[src/rtl/ms_dff_stream_monitor.sv]
// Serial stream monitor for a flip-flop's Q output: detects an overlapping bit pattern and
// keeps saturating counts of matches, rising transitions and falling transitions.
module ms_dff_stream_monitor #(
  parameter int unsigned        PAT_LEN = 4,
  parameter logic [PAT_LEN-1:0] PATTERN = 4'b0101,
  parameter int unsigned        CNT_W   = 8
) (
  input  logic               Clock,
  input  logic               Reset_n,
  input  logic               Q_in,
  input  logic               Enable,
  input  logic               Clear,
  output logic               Match,
  output logic               Valid,
  output logic [PAT_LEN-1:0] Shift_reg,
  output logic [CNT_W-1:0]   Match_count,
  output logic [CNT_W-1:0]   Rise_count,
  output logic [CNT_W-1:0]   Fall_count
);

  localparam int unsigned      FillW   = $clog2(PAT_LEN + 1);
  localparam logic [FillW-1:0] FillMax = FillW'(PAT_LEN);

  typedef enum logic [1:0] {StIdle, StFill, StRun} state_e;

  state_e             state_q, state_d;
  logic [FillW-1:0]   fill_q, fill_d, fill_inc;
  logic [PAT_LEN-1:0] shift_q, shift_d, shift_nxt;
  logic               match_q, match_d;
  logic [CNT_W-1:0]   match_cnt_q, match_cnt_d;
  logic [CNT_W-1:0]   rise_cnt_q, rise_cnt_d;
  logic [CNT_W-1:0]   fall_cnt_q, fall_cnt_d;
  logic               full_nxt, prev_valid;

  function automatic logic [CNT_W-1:0] sat_inc(input logic [CNT_W-1:0] c);
    return (c == '1) ? c : c + 1'b1;
  endfunction

  always_ff @(posedge Clock or negedge Reset_n) begin
    if (!Reset_n) begin
      state_q     <= StIdle;
      fill_q      <= '0;
      shift_q     <= '0;
      match_q     <= 1'b0;
      match_cnt_q <= '0;
      rise_cnt_q  <= '0;
      fall_cnt_q  <= '0;
    end else begin
      state_q     <= state_d;
      fill_q      <= fill_d;
      shift_q     <= shift_d;
      match_q     <= match_d;
      match_cnt_q <= match_cnt_d;
      rise_cnt_q  <= rise_cnt_d;
      fall_cnt_q  <= fall_cnt_d;
    end
  end

  // Datapath next-state; shift_q[0] doubles as the previous sample once fill_q is non-zero.
  always_comb begin
    fill_inc    = (fill_q == FillMax) ? fill_q : fill_q + 1'b1;
    shift_nxt   = {shift_q[PAT_LEN-2:0], Q_in};
    full_nxt    = (fill_inc == FillMax);
    prev_valid  = (fill_q != '0);
    fill_d      = fill_q;
    shift_d     = shift_q;
    match_d     = 1'b0;
    match_cnt_d = match_cnt_q;
    rise_cnt_d  = rise_cnt_q;
    fall_cnt_d  = fall_cnt_q;
    if (Clear) begin
      fill_d      = '0;
      shift_d     = '0;
      match_cnt_d = '0;
      rise_cnt_d  = '0;
      fall_cnt_d  = '0;
    end else if (Enable) begin
      fill_d  = fill_inc;
      shift_d = shift_nxt;
      match_d = full_nxt && (shift_nxt == PATTERN);
      if (match_d) match_cnt_d = sat_inc(match_cnt_q);
      if (prev_valid && !shift_q[0] && Q_in) rise_cnt_d = sat_inc(rise_cnt_q);
      if (prev_valid && shift_q[0] && !Q_in) fall_cnt_d = sat_inc(fall_cnt_q);
    end
  end

  always_comb begin
    state_d = state_q;
    if (Clear) begin
      state_d = StIdle;
    end else if (Enable) begin
      unique case (state_q)
        StIdle, StFill: state_d = full_nxt ? StRun : StFill;
        StRun:          state_d = StRun;
        default:        state_d = StIdle;
      endcase
    end
  end

  always_comb begin
    Valid       = (state_q == StRun);
    Match       = match_q;
    Shift_reg   = shift_q;
    Match_count = match_cnt_q;
    Rise_count  = rise_cnt_q;
    Fall_count  = fall_cnt_q;
  end

endmodule

[config.mk]
export PLATFORM = sky130hd
export DESIGN_NAME = ms_dff_stream_monitor
export DESIGN_NICKNAME = d
export VERILOG_FILES = /design/src/rtl/ms_dff_stream_monitor.sv
export SDC_FILE = /design/constraint.sdc
export NUM_CORES = 1
export LEC_CHECK = 0
export CAP_MARGIN = 20
export CORE_AREA = 2 2 77 94
export CTS_BUF_LIST = sky130_fd_sc_hd__clkbuf_4 sky130_fd_sc_hd__clkbuf_8 sky130_fd_sc_hd__clkbuf_16
export CTS_CLUSTER_DIAMETER = 60
export DETAILED_ROUTE_END_ITERATION = 12
export DIE_AREA = 0 0 79 96
export PLACE_DENSITY = 0.57
export REMOVE_ABC_BUFFERS = 1
export SLEW_MARGIN = 25
export SYNTH_ARGS = -nofsm -noshare
export SYNTH_HDL_FRONTEND = slang
export SYNTH_SLANG_ARGS = --single-unit
export TNS_END_PERCENT = 100
[constraint.sdc]
create_clock -name Clock -period 6.56 [get_ports Clock]
set_input_delay 1.312 -clock Clock [delete_from_list [all_inputs] [get_ports Clock]]
set_output_delay 1.312 -clock Clock [all_outputs]
set_load 0.005 [all_outputs]
==> flow_summary.toml, run 1 <==
[run_status]
outcome = "finished clean"

[worst_setup_path]
cp_slowest_stage_delay_ps = 930
crit_chain = "clkdlybuf4s50_1 -> nor2b_1 -> nand4b_1 -> nor4_1 -> mux2_1"
critical_path_arrival_ps = 3840
r2r_cells = 6
cp_slowest_cell = "clkdlybuf4s50_1"
startpoint_type = "input port"
crit_fanout = 19
reg2reg_slack_ps = 4100
r2r_start = "fill_q[0]"
crit_path_end_kind = "flip-flop"
critical_path_class = "input port to flip-flop"
critPathRequiredTime_ps = 6730
critPathTopFamily = "simple AND/OR/NAND/NOR gates"
critical_path_buf_inv_count = 1
regToRegEndpoint = "Match_count[7]"

[routing]
post_drt_wl_per_cell_um = 13.6
drc = 0
wirelength_um = 4370
vias_per_cell = 5.01
via_count = 1604
ant_nets = 0
first_pass_iters = 4
drt_iter0_drc = 99

[min_path]
worstHoldPathCells = 1
worstHoldEndpoint = "state_q[1]"
hold_start = "state_q[0]"
worstHoldPathType = "flip-flop to flip-flop"

[floorplan]
row_count = 33
die_x_um = 79
dieArea_um2 = 7580
fp.dieH_um = 96
io_pins = 35
initial_core_util = 0.284
core_area_um2 = 6690

[grt]
grt_pass1_vias = 1545
antenna_found_initial = 0
grt_pass1_wl_um = 7530
grt_start_max_net_pins = 41
grt_util_all_layers = 0.125
overflow = 0

[clock_network]
cts.path.max_buffers = 2
numCtsBuffers = 5
clkTransAtPathRegs_ps = 70
cts_root_buffer = "clkbuf_8"
clkLatencyLatePin_ps = 280
htree_levels = 2
cts_hold_buf = 0
cts_tree = "yes"
cts_resized = 0
cts_setup_buffers = 0
clock-sinks = 34

[finish]
final_nets = 242
fillers = 708
multi_input_area_um2 = 986
drive_above_1_share = 0.0644
final_cell_mix = "34 x dfrtp_1, 34 x clkdlybuf4s50_1, 18 x nor2_1"
regArea_um2 = 851
diodes = 0
area_growth_pct = 27.4

[yosys]
synthXorXnorAreaFrac = 0.00461
synth_seq_cells = 34
synth-simple-area-share = 0.275
ys_warn_count = 0
synth_compound_area_frac = 0.128
synthAdderAreaFrac = 0.0329
synth.distinct_cells = 44
synthMuxAreaShare = 0.0776
netlist_area_um2 = 1900
synth_top_family_by_area = "simple AND/OR/NAND/NOR gates"
yosysSeqAreaShare = 0.447
synthCells = 197
syn_area_per_cell_um2 = 9.65

[sta]
fin_setup_tns_ps = 0
post-route-min-period_ps = 3680
period_share = 0.560
drv_slew = 0
skew_ps = 4.38
finalHoldViolations = 0
setup_violations = 0
relSlewSlack = 0.525
fmax_ghz = 0.272
rsz0062_at_grt = "no"
worst_pin_slew_ps = 710

[place]
dp_hpwl_um = 2970
port_buffers = 34
gp_routability_congestion = 0.763

[power]
leakagePower_nw = 0.945
total_power_uw = 423
power_density_nw_per_um2 = 175
ir_drop_uv = 69.6

[job]
cap_violations = 0
==> cell families after synthesis <==
logic type	count (synthesis)
adder cells (fa/ha/maj)	5
buffers and inverters	15
AO/OA/AOI/OAI	39
flip-flops	34
multiplexers	14
XOR/XNOR	1
AND/OR/NAND/NOR	89
==> how the worst max path moves through the flow <==
stage                 from             end  slack (ps)  cells after the start
floorplan             Q_in  Match_count[5]        3840                      4
detailed placement  Enable  Match_count[7]        2590                      5
finish              Enable  Match_count[7]        2880                      5
CTS                 Enable  Match_count[7]        2880                      5
global route        Enable  Match_count[7]        2650                      5
global placement    Enable  Match_count[7]        2700                      5
==> metrics by stage <==
step | setup slack (ps) | instances | hold slack (ps) | cell area [um2] | util
6_report | 2880 | 320 | 517 | 2420 | 0.362
4_1_cts | 2880 | 320 | 514 | 2420 | 0.362
5_1_grt | 2650 | 320 | 550 | 2420 | 0.362
2_1_floorplan | 3840 | 189 | 461 | 1860 | -
3_5_place_dp | 2590 | 312 | 504 | 2330 | 0.348
3_3_place_gp | 2700 | 312 | 483 | 2330 | 0.348
==> Yosys cell counts (all sizes together) <==
cell type  number  area [um2]
a211oi          2        15.0
a21oi          16        80.1
a311oi          1        8.76
a31o            1        8.76
a31oi           2        12.5
and2            1        6.26
and3            2        12.5
and4            1        8.76
and4b           1        10.0
buf             4        23.8
clkbuf          4        15.0
dfrtp          34         851
ha              5        62.6
inv             7        26.3
mux2            6        67.6
mux2i           8        80.1
nand2          12        45.0
nand2b          3        18.8
nand3           6        30.0
nand4           7        43.8
nand4b          1        8.76
nor2           18        67.6
nor2b          12        75.1
nor3            5        25.0
nor3b           1        7.51
nor4            4        31.3
nor4b           4        47.6
o2111ai         1        8.76
o21ai           5        25.0
o21bai          2        15.0
o311ai          1        8.76
o31ai           7        52.6
o41ai           1        8.76
or3             2        12.5
or3b            2        17.5
or4             6        45.0
or4b            1        10.0
xnor2           1        8.76
==> where the power goes <==
group          internal, mW  switching (mW)  leakage [nW]  total (mW)
Combinational        0.0148          0.0249         0.422      0.0396
Clock                0.0889          0.0774        0.0517       0.166
Sequential            0.213         0.00388         0.471       0.217
==> per-layer routing <==
metal / GRT usage / part of all wire
met5: 0 / 0
met4: 0.0302 / 0.0098
met3: 0.0347 / 0.041
met2: 0.206 / 0.46
met1: 0.162 / 0.48
==> final cells by class <==
cell class / count / share of cell area
multi-input combinational: 148 / 0.407
sequential: 34 / 0.351
timing repair buffer: 36 / 0.147
tap: 87 / 0.0449
clock buffer: 7 / 0.0372
inverter: 7 / 0.0108
clock inverter: 1 / 0.00207
No activity file was read; power rests on OpenSTA's default activity.
==> run 2, diff against run 1 <==
- PLACE_DENSITY: 0.57 -> 0.58
- clock period: 6.56 -> 3 ns (I/O delays scaled with it)
==> run 2 against run 1 <==
Final cell count up 0.94%; sequential cell count unchanged; power up 140%; routed wire length down 1.1%; sequential share of layout area down 0.59 points; critical path depth up 1; cell area up 1.7%; core utilization up 0.62 points; critical endpoint is now Match_count[5]; largest cell class unchanged.
==> flow_summary.toml, run 2 (same netlist as run 1, synthesis figures left out) <==
[run_status]
outcome = "finished clean"

[clock_network]
clkLatencyLatePin_ps = 290
numCtsBuffers = 5
cts.path.max_buffers = 2
cts_tree = "yes"
clkTransAtPathRegs_ps = 70
cts_resized = 0
clock-sinks = 34
htree_levels = 2
cts_root_buffer = "clkbuf_8"
cts_setup_buffers = 0
cts_hold_buf = 0

[grt]
grt_start_max_net_pins = 35
grt_pass1_wl_um = 7570
grt_util_all_layers = 0.125
overflow = 0
antenna_found_initial = 0
grt_pass1_vias = 1625

[place]
dp_hpwl_um = 3080
gp_routability_congestion = 0.777
port_buffers = 34
dp_slack_ps = 476

[min_path]
hold_start = "state_q[0]"
worstHoldPathType = "flip-flop to flip-flop"

[power]
leakagePower_nw = 0.966
power_density_nw_per_um2 = 407
ir_drop_uv = 180

[sta]
relSlewSlack = 0.463
post-route-min-period_ps = 2410
period_share = 0.802
worst_pin_slew_ps = 803
drv_slew = 0
fin_setup_tns_ps = 0
fin_ws_ps = 594
finalHoldViolations = 0
setup_violations = 0
skew_ps = 5.08
fmax_ghz = 0.416
rsz0062_at_grt = "no"

[worst_setup_path]
startpoint_type = "flip-flop"
cp_slowest_cell = "dfrtp_1"
cp_slowest_stage_delay_ps = 410
critPathRequiredTime_ps = 3170
critical_path_arrival_ps = 2580
startpoint = "fill_q[0]"
crit_chain = "inv_1 -> ha_1 -> or3b_1 -> a31o_1 -> nor4_1 -> mux2_1"
crit_path_end_kind = "flip-flop"
critical_path_class = "flip-flop to flip-flop"
crit_fanout = 13
r2r_start = "fill_q[0]"
reg2reg_slack_ps = 590

[floorplan]
core_area_um2 = 6690
dieArea_um2 = 7580
fp.dieH_um = 96
initial_core_util = 0.284
row_count = 33
io_pins = 35
die_x_um = 79

[routing]
ant_nets = 0
vias_per_cell = 5.06
drc = 0
first_pass_iters = 4
via_count = 1635
drt_iter0_drc = 87
wirelength_um = 4320
post_drt_wl_per_cell_um = 13.4

[finish]
drive_above_1_share = 0.0763
diodes = 0
final_nets = 245
area_growth_pct = 29.5
final_cell_mix = "34 x dfrtp_1, 34 x clkdlybuf4s50_1, 18 x nor2_1"
fillers = 690

[job]
cap_violations = 0
[run 2: changes by cell type in the layout (fill, tap and decap cells not counted), sizes merged]
cell | before | now
clkinv | 1 | 0
buf | 2 | 5
bufinv | 0 | 1
[run 2: worst max-delay path: cells and delay by family, from the launching register on]
family	cells	cell delay [ps]
DFF	1	410
AOI/OAI and AO/OA	1	390
muxes	1	360
buffers and inverters	1	90
adders and majority gates	1	250
and+or+nand+nor	2	780
[run 2: path summary, 6_finish.rpt]
| check | endpoint | cells past startpoint |
|---|---|---|
| hold / removal | state_q[1] | 1 |
| hold reg to reg | state_q[1] | 1 |
| max in group asynchronous | Match_count[1] | 2 |
| setup reg to reg | Match_count[5] | 6 |
| min in group asynchronous | Fall_count[4] | 2 |
| setup / recovery | Match_count[5] | 6 |
[run 2: per-stage QoR]
stage | cells | utilization | cell area (um2) | hold slack [ps] | power, mW
4_1_cts | 323 | 0.368 | 2460 | 500 | 1.02
3_3_place_gp | 315 | 0.351 | 2350 | 479 | 0.572
6_report | 323 | 0.368 | 2460 | 495 | 1.00
5_1_grt | 323 | 0.368 | 2460 | 533 | 1.05
2_1_floorplan | 189 | - | 1860 | 304 | 0.523
3_5_place_dp | 315 | 0.351 | 2350 | 498 | 0.575
[run 2: final cells by class]
cell class	count	area, um2	area share
Inverter	7	26.3	0.0107
Tap cell	87	109	0.0442
Clock buffer	7	83.8	0.0340
Multi-Input combinational cell	148	986	0.400
Clock inverter	1	30.0	0.0122
Sequential cell	34	851	0.345
Timing Repair Buffer	39	378	0.153
[run 2: per-layer routing]
metal,up-vias,share of wire,GRT usage
li1,805,-,-
met1,789,0.46,0.158
met2,34,0.49,0.215
met3,7,0.040,0.0244
met4,0,0.010,0.0431
met5,-,0,0
[run 2: report_power, final]
part / internal [mW] / switching (mW) / total [mW]
sequential: 0.466 / 0.00840 / 0.474
combinational: 0.0340 / 0.0553 / 0.0893
clock: 0.267 / 0.172 / 0.439
total: 0.767 / 0.236 / 1.00
==> run 3, diff against run 2 <==
- PLACE_DENSITY: 0.58 -> 0.57
- clock period: 3 -> 2.4 ns (I/O delays scaled with it)
==> run 3 against run 2 <==
Cell area up 1.1%; fmax up 6.2%; power up 13%; highest routed layer unchanged; sequential power up 25%; final cell count up 0.93%; die area unchanged; worst hold slack better by 14 ps; routed wire length up 0.53%.
==> flow_summary.toml, run 3 (same netlist as run 1, synthesis figures left out) <==
[sta]
rsz0062_at_grt = "no"
relSlewSlack = 0.567
skew_ps = 2.56
worst_pin_slew_ps = 647
post-route-min-period_ps = 2260
fmax_ghz = 0.442
setup_violations = 0
drv_slew = 0
finalHoldViolations = 0
fin_setup_tns_ps = 0
period_share = 0.944

[routing]
post_drt_wl_per_cell_um = 13.3
via_count = 1638
drt_iter0_drc = 59
first_pass_iters = 4
wirelength_um = 4340
drc = 0
ant_nets = 0
vias_per_cell = 5.02

[place]
gp_routability_congestion = 0.772
dp_hpwl_um = 3130
port_buffers = 34

[finish]
final_cell_mix = "34 x dfrtp_1, 34 x clkdlybuf4s50_1, 18 x nor2_1"
drive_above_1_share = 0.100
final_nets = 250
regArea_um2 = 851
fillers = 688
utilization = 0.372
area_growth_pct = 31.0
multi_input_area_um2 = 1010
diodes = 0

[power]
power_density_nw_per_um2 = 456
ir_drop_uv = 218
leakagePower_nw = 0.976

[grt]
overflow = 0
grt_pass1_vias = 1540
grt_pass1_wl_um = 7090
antenna_found_initial = 0
grt_util_all_layers = 0.119
grt_start_max_net_pins = 35

[run_status]
outcome = "finished clean"

[clock_network]
cts.path.max_buffers = 2
clock-sinks = 34
cts_root_buffer = "clkbuf_8"
clkLatencyLatePin_ps = 280
cts_setup_buffers = 0
htree_levels = 2
cts_hold_buf = 0
clkTransAtPathRegs_ps = 70
numCtsBuffers = 5
cts_tree = "yes"

[worst_setup_path]
r2r_start = "fill_q[0]"
critPathRequiredTime_ps = 2570
critical_path_class = "flip-flop to flip-flop"
startpoint_type = "flip-flop"
crit_fanout = 13
crit_path_end_kind = "flip-flop"
critical_path_arrival_ps = 2430
startpoint = "fill_q[0]"

[min_path]
worstHoldPathType = "flip-flop to flip-flop"
hold_start = "state_q[0]"

[floorplan]
initial_core_util = 0.284
fp.dieH_um = 96
row_count = 33
core_area_um2 = 6690
io_pins = 35
die_x_um = 79
dieArea_um2 = 7580

[job]
cap_violations = 0
[run 3: changes by cell type in the layout (fill, tap and decap cells not counted), sizes merged]
cell	before	now
bufinv	1	0
buf	5	10
clkbuf	7	6
[run 3: report_power, final]
group	switching (mW)	internal (mW)
sequential	0.0106	0.583
clock	0.202	0.221
combinational	0.0703	0.0481
[run 3: critical path, cell delays in order, from the launching register on]
cell and delay, ps:
dfrtp_1 410, inv_1 90, ha_1 250, or3b_1 420, a31o_4 310, nor4b_2 310, mux2_1 350
[run 3: metrics by stage]
step | instance area, um2 | total power [mW] | std cells | worst slack [ps] | hold WS (ps)
5_1_grt | 2490 | 1.19 | 326 | 12.9 | 541
3_3_place_gp | 2390 | 0.721 | 320 | 76.3 | 496
4_1_cts | 2470 | 1.16 | 326 | 33.1 | 512
3_5_place_dp | 2390 | 0.721 | 320 | 54.8 | 503
6_report | 2490 | 1.14 | 326 | 135 | 508
2_1_floorplan | 1860 | 0.654 | 189 | 218 | 184
[run 3: metal layers]
| metal | GRT usage | part of all wire |
|---|---|---|
| met1 | 0.143 | 0.47 |
| met2 | 0.203 | 0.48 |
| met3 | 0.0356 | 0.040 |
| met4 | 0.0388 | 0.013 |
| met5 | 0 | 0 |
[run 3: what timing repair did]
action	4_1_cts	5_1_grt
hold endpoints to repair	0	0
setup endpoints to repair	0	8
gates resized for setup	0	4
[run 3: cell type report]
| class | count | share of cell area |
|---|---|---|
| clock buffer | 6 | 0.0331 |
| tap | 87 | 0.0437 |
| multi-input combinational | 148 | 0.404 |
| inverter | 7 | 0.0105 |
| timing repair buffer | 44 | 0.167 |
| sequential | 34 | 0.342 |
[run 3: path summary, 6_finish.rpt]
kind | slack (ps) | cells after the start | to
worst max-delay path | 140 | 6 | Match_count[6]
worst min-delay path | 510 | 1 | state_q[1]
worst max register to register | 140 | 6 | Match_count[6]
worst min register to register | 510 | 1 | state_q[1]
max in group asynchronous | 1460 | 2 | Match
min in group asynchronous | 610 | 2 | Fall_count[5]
